==> src/rtl/fence_seq_ctrl.sv <==
// Fence sequencer: drains the store buffer, then issues D$/I$/TLB flushes
// and a pipeline flush for FENCE, FENCE_I and SFENCE_VMA requests.
`timescale 1ns/1ps
module fence_seq_ctrl #(
    parameter int DRAIN_TIMEOUT = 1024,
    parameter int CNT_W         = 16
) (
    input  logic             clk_i,
    input  logic             rst_ni,
    input  logic             req_valid_i,
    input  logic [1:0]       req_type_i,
    output logic             req_ready_o,
    input  logic             halt_i,
    input  logic             no_st_pending_i,
    output logic             dcache_flush_o,
    input  logic             dcache_flush_ack_i,
    output logic             icache_flush_o,
    output logic             tlb_flush_o,
    output logic             flush_pipeline_o,
    output logic             done_o,
    output logic             err_o,
    output logic             timeout_o,
    output logic [CNT_W-1:0] seq_cnt_o
);

    localparam int DCNT_W = $clog2(DRAIN_TIMEOUT + 1);
    localparam logic [DCNT_W-1:0] DCNT_MAX = DCNT_W'(DRAIN_TIMEOUT);
    localparam logic [DCNT_W-1:0] DCNT_TMO = DCNT_W'(DRAIN_TIMEOUT - 1);

    localparam logic [1:0] T_FENCE_I = 2'b01;
    localparam logic [1:0] T_SFENCE  = 2'b10;
    localparam logic [1:0] T_RSVD    = 2'b11;

    typedef enum logic [2:0] {
        S_IDLE,
        S_DRAIN,
        S_FLUSH_D,
        S_FLUSH_I,
        S_FLUSH_TLB,
        S_DONE
    } state_e;

    state_e            state_q, state_d;
    logic [1:0]        type_q, type_d;
    logic [DCNT_W-1:0] dcnt_q, dcnt_d;
    logic [CNT_W-1:0]  seq_cnt_q, seq_cnt_d;
    logic              accept;

    assign req_ready_o = (state_q == S_IDLE) && !halt_i;
    assign accept      = req_valid_i && req_ready_o;

    always_comb begin
        state_d   = state_q;
        type_d    = type_q;
        dcnt_d    = dcnt_q;
        seq_cnt_d = seq_cnt_q;
        case (state_q)
            S_IDLE: begin
                if (accept) begin
                    type_d  = req_type_i;
                    dcnt_d  = '0;
                    state_d = (req_type_i == T_RSVD) ? S_DONE : S_DRAIN;
                end
            end
            S_DRAIN: begin
                // Saturating, so the timeout compare value is crossed only once.
                if (dcnt_q != DCNT_MAX) begin
                    dcnt_d = dcnt_q + DCNT_W'(1);
                end
                if (no_st_pending_i) begin
                    state_d = (type_q == T_SFENCE) ? S_FLUSH_TLB : S_FLUSH_D;
                end
            end
            S_FLUSH_D: begin
                if (dcache_flush_ack_i) begin
                    state_d = (type_q == T_FENCE_I) ? S_FLUSH_I : S_DONE;
                end
            end
            S_FLUSH_I:   state_d = S_DONE;
            S_FLUSH_TLB: state_d = S_DONE;
            S_DONE: begin
                seq_cnt_d = seq_cnt_q + CNT_W'(1);
                state_d   = S_IDLE;
            end
            default:     state_d = S_IDLE;
        endcase
    end

    always_ff @(posedge clk_i or negedge rst_ni) begin
        if (!rst_ni) begin
            state_q   <= S_IDLE;
            type_q    <= 2'b00;
            dcnt_q    <= '0;
            seq_cnt_q <= '0;
        end else begin
            state_q   <= state_d;
            type_q    <= type_d;
            dcnt_q    <= dcnt_d;
            seq_cnt_q <= seq_cnt_d;
        end
    end

    // Outputs decode straight from registered state so reset clears them at once.
    assign dcache_flush_o   = (state_q == S_FLUSH_D);
    assign icache_flush_o   = (state_q == S_FLUSH_I);
    assign tlb_flush_o      = (state_q == S_FLUSH_TLB);
    assign done_o           = (state_q == S_DONE);
    assign flush_pipeline_o = (state_q == S_DONE);
    assign err_o            = (state_q == S_DONE) && (type_q == T_RSVD);
    assign timeout_o        = (state_q == S_DRAIN) && (dcnt_q == DCNT_TMO) && !no_st_pending_i;
    assign seq_cnt_o        = seq_cnt_q;

endmodule

==> config.mk <==
export PLATFORM = sky130hd
export DESIGN_NAME = fence_seq_ctrl
export DESIGN_NICKNAME = d
export VERILOG_FILES = /design/src/rtl/fence_seq_ctrl.sv
export SDC_FILE = /design/constraint.sdc
export NUM_CORES = 1
export LEC_CHECK = 0
export CAP_MARGIN = 20
export CORE_AREA = 2 2 65 67
export CTS_CLUSTER_DIAMETER = 50
export DETAILED_ROUTE_END_ITERATION = 16
export DIE_AREA = 0 0 67 69
export PLACE_DENSITY = 0.68
export RECOVER_POWER = 25
export SYNTH_ARGS = -nofsm -noshare
export SYNTH_HDL_FRONTEND = slang
export SYNTH_SLANG_ARGS = --single-unit
==> constraint.sdc <==
create_clock -name clk_i -period 1.9 [get_ports clk_i]
set_clock_uncertainty 0.15 [all_clocks]
set_input_delay 0.19 -clock clk_i [delete_from_list [all_inputs] [get_ports clk_i]]
set_output_delay 0.19 -clock clk_i [all_outputs]
set_load 0.05 [all_outputs]
After elaboration in Yosys (flattened, before gate mapping)
Index checks and enable logic that the tools add are counted. W data, S select, Z words.

Bits in registers: 32. Output and inout bits: 24.

$add $sub $neg: 2. Equality and inequality tests: 15. Mux-type cells: 10. Reduce and logical (&&, ||, !) cells: 13.

Operator list (number): $mux W11 (2); $pmux W11 S2 (1); $mux W3 (6); $add A16 B1 Y16 const B (1); $pmux W3 S4 (1); $add A11 B1 Y11 const B (1); $eq A11 B10 Y1 const B (1); $ne A11 B11 Y1 const B (1); $eq A2 B2 Y1 const B (3); $eq A3 B2 Y1 const B (2); $eq A3 B3 Y1 const B (2); $ne A2 B2 Y1 const B (3); $reduce_and A3 Y1 (2); $logic_and A1 B1 Y1 (5); $eq A3 B1 Y1 const B (1); $logic_not A3 Y1 (1); $eq A2 B1 Y1 const B (1); $logic_not A1 Y1 (2); $ne A2 B1 Y1 const B (1); $reduce_and A2 Y1 (1); $reduce_bool A2 Y1 (1); $reduce_or A2 Y1 (1).

Logic depth before layout (Yosys ltp)
Depth after elaboration: 5. Depth in mapped cells: 6. Depth with buffers taken out: 6.

Least setup slack after synthesis
No wires, ideal clock.

Path type: register -> register. Start: reg state_q[2]. End: reg type_q[0]. Arrival: 2.707 ns. Required time: 1.625 ns. Setup slack: -1.082 ns. Stages on the path, launching flop included: 5. Buffers on the path: 1. Clock period less this slack: 2.982 ns. Path through: dfrtp_1 -> buf_4 -> nor4_1 -> nand2_1 -> mux2_2.

Cells in the longest elaborated chain, start to end: 4.

RTL lines: start, declared (RTL line 43) `state_e state_q, state_d;`; start signal, assigned (RTL line 96) `state_q <= state_d;`; $logic_not A3 Y1 (RTL line 49) `assign req_ready_o = (state_q == S_IDLE) && !halt_i;`; $logic_and A1 B1 Y1 (RTL line 49); named net req_ready_o (RTL line 12) `output logic req_ready_o,`; $logic_and A1 B1 Y1 (RTL line 50) `assign accept = req_valid_i && req_ready_o;`; $reduce_and A2 Y1 (no source line); end signal, assigned (RTL line 97) `type_q <= type_d;`; end, declared (RTL line 44) `logic [1:0] type_q, type_d;`.

The timed path passes the listed nets, and every way through them passes these cells. A chain may end at the register's enable or synchronous reset.

Worst setup path in the final report
Start: reg state_q[2]. End: out timeout_o.

Cells in the longest elaborated chain, start to end: 3.

RTL lines: $eq A3 B1 Y1 (RTL line 110) `assign timeout_o = (state_q == S_DRAIN) && (dcnt_q == DCNT_TMO) && !no_st_pending_i;`; $logic_and A1 B1 Y1 (2 in a row) (RTL line 110); end, declared (RTL line 22) `output logic timeout_o,`.

No other way between the ends.

==> impl_metrics.tcl <==
set metrics [dict create \
    ys_seq_area_frac 0.475 \
    synth_top_family_by_area "simple AND/OR/NAND/NOR gates" \
    drive_above_1_share 0.279 \
    cts_root_buf "clkbuf_8" \
    place.port_buffers 31 \
    worst_ep_required_time_ns 1.56 \
    r2r_cells 8 \
    p_sw_uw 1360 \
    min_path_cells 1 \
    slew-limit-headroom 0.464 \
    worstSetupEndpointType "primary output" \
    path_clk_slew_ns 0.06 \
    core_area_sq_um 3910 \
    nets 232 \
    clock_latency_ns 0.28 \
    via_count 1480 \
    first_global_vias 1450 \
    clkPwrFrac 0.190 \
    wl_um 3880 \
    hpwl_um 2660 \
    grt_setup_unrepaired "yes" \
    max_clock_freq_mhz 509 \
    syn_to_final_growth_pct 40.7 \
    slowest_delay_ns 0.45 \
    startpoint_type "flip-flop" \
    instances_no_fill 272 \
    h-tree-depth 2 \
    ctsLongestPathBuffers 2 \
    setup_viol 1 \
    path_max_fanout 6 \
    synthesis.nets 184 \
    crit_type "flip-flop to primary output" \
    cts_sinks 32 \
    cap_violations 0 \
    stdcell_area_sq_um 2370 \
    regToRegStartpoint "dcnt_q[0]" \
    combPwrFrac 0.511 \
    syn-cell-area_sq_um 1690 \
    die_height_um 69 \
    synth_compound_area_frac 0.111 \
    viasPerCell 5.44 \
    placed_cell_area_sq_um 2170 \
    yosysWarnings 0 \
    dpl.cell_count 253 \
    syn_area_per_cell_sq_um 9.75 \
    hp-start "seq_cnt_o[15]" \
    synthMuxAreaShare 0.0193 \
    power.leakage_uw 0.00105 \
    firstDrtPassIters 4 \
    insertedDiodeCount 0 \
    antenna_found_initial 0 \
    status "complete, but fails checks" \
    min_to "seq_cnt_o[15]" \
    hp-class "flip-flop to flip-flop" \
    hold_violations 0 \
    synth_xor_area_frac 0.0779 \
    setup-tns-final_ns -0.0636 \
    die_area_sq_um 4620 \
    slew_viol_final 0 \
    drc 0 \
    layout_common_cells "dfrtp_1 (28), buf_4 (27), nand2_1 (15)" \
    period_needed_ns 1.96 \
    r2r_slack_ns 0.07 \
    synth_simple_gate_area_share 0.256 \
    die_x_um 67 \
    failed_checks "negative setup slack" \
    ys_ff_latch 32 \
    cp.arrival_ns 1.62 \
    ioPinCount 32 \
    timing.rr.end "dcnt_q[8]" \
    worst_slew_pin_slew_ns 0.805 \
    power_frac_seq 0.298 \
    syn_inst 173 \
    synth_cell_types 43 \
    p_per_area_nw_per_um2 1400 \
    finalWeightedCongestion 0.847 \
    fin_ws_ns -0.0636 \
    drtIter0Drc 91 \
    grt_max_degree 33 \
    fp-row-count 23 \
    start_util 0.431 \
    cts_tree "built" \
    period_share 1.03 \
    cts_made_buffers 5 \
    synth_fa_ha_area_frac 0.0223 \
    switching_share 0.409 \
    crit_chain "or3b_4 -> nor4_4 -> buf_12" \
    final_common_cell "dfrtp_1" \
    p_int_uw 1970 \
    grt_overflow 0 \
    detail-route-antenna-nets 0 \
    slowest_stage "or3b_4" \
    grt_pass1_wl_um 6630 \
    avgRoutedWirePerCell_um 14.3 \
    track_usage 0.186 \
    power_uw 3320 \
    max-vdd-ir-drop_v 0.000863 \
]
[power groups by stage]
| stage | Combinational [uW] | Sequential [uW] | Clock, uW |
|---|---|---|---|
| floorplan | 867 | 1140 | 0 |
| global placement | 1510 | 1000 | 0 |
| detailed placement | 1540 | 1020 | 0 |
| CTS | 1590 | 1000 | 649 |
| finish | 1700 | 991 | 633 |
| global route | 1830 | 1010 | 690 |
[routing by layer]
metal | GRT usage | wire, um
met5 | 0 | 0
met4 | 0.0635 | 91
met3 | 0.0587 | 203
met2 | 0.294 | 1890
met1 | 0.237 | 1690
[cell usage after synthesis]
cell      count  area, sq um
dfrtp_1      32          801
and3_1        4         25.0
o211ai_1      2         15.0
nand2_1      15         56.3
nand3b_4      1         20.0
o21ai_0      12         60.1
a21boi_0      1         7.51
o31ai_1       3         22.5
nor2b_1       3         18.8
clkbuf_1      2         7.51
xnor2_1      11         96.3
o21a_1        1         7.51
and4_1        1         8.76
nor4b_1       2         17.5
a21oi_1       4         20.0
inv_1         5         18.8
buf_2         4         20.0
o21ba_2       1         10.0
clkbuf_2      1         5.00
nor3_1        2         10.0
nand3b_1      1         7.51
and2_1        3         18.8
a41oi_1       1         8.76
nand2b_1      2         12.5
nand4_1       8         50.1
mux2i_1       1         10.0
o21ai_1       1         5.00
o31a_1        1         8.76
nor4_1        3         18.8
a31oi_1       1         6.26
mux2_2        2         22.5
ha_1          3         37.5
or2_2         1         6.26
nand3_1      13         65.1
nor4_2        2         25.0
buf_4         2         15.0
xor2_1        4         35.0
o22ai_1       1         6.26
a311oi_1      1         8.76
nor3b_1       2         15.0
nor2_1       11         41.3
or3b_1        1         8.76
or3_1         1         6.26
[final cells by class]
type                    count  area (sq um)
clock inverters             2          35.0
multi-input cells         127           870
clock buffers               6          72.6
well taps                  50          62.6
flip-flops and latches     32           806
inverters                   5          18.8
repair buffers             50           508
fillers                   363          1540
[how the worst max path moves through the flow]
stage                          start  cells past startpoint              to
after global routing       dcnt_q[5]                      4       timeout_o
after floorplan           state_q[0]                      2  dcache_flush_o
after global placement     dcnt_q[3]                      4       timeout_o
after CTS                  dcnt_q[0]                      5       timeout_o
final                     state_q[2]                      3       timeout_o
after detailed placement   dcnt_q[3]                      4       timeout_o
[metrics by stage]
| stage | utilization | hold slack [ns] | setup WS [ns] |
|---|---|---|---|
| final | 0.606 | 0.334 | -0.0636 |
| after global routing | 0.606 | 0.360 | -0.110 |
| after CTS | 0.594 | 0.172 | -0.0986 |
| after detailed placement | 0.553 | 0.328 | 0.111 |
| after global placement | 0.553 | 0.310 | 0.148 |
| after floorplan | - | -0.256 | -0.225 |
[logic make-up (layout without fill, tap and decap cells)]
| group | Yosys count | count (layout) |
|---|---|---|
| flops | 32 | 32 |
| compound gates | 30 | 30 |
| fa+ha+maj | 3 | 3 |
| simple gates | 76 | 76 |
| xor+xnor | 15 | 15 |
| mux | 3 | 3 |
| buf+inv | 14 | 63 |
[flip-flops by register name, indices dropped and copies added (netlist names)]
signal,cells
dcnt_q,11
seq_cnt_o,16
state_q,3
type_q,2
[worst max-delay path, delay by kind of cell (launching register included)]
kind,cells,cell delay (ns)
buffers and inverters,1,0.18
DFF,1,0.42
and+or+nand+nor,2,0.74
[what timing repair did]
action / in CTS / in global routing
endpoints found under the setup margin: 1 / 7
resized for setup: 3 / 4
buffers inserted: 6 / 5
pin swaps: 3 / 6
hold buffers: 0 / 0
cloned: 0 / 0
Note: power is estimated with default switching activity, not from simulation.
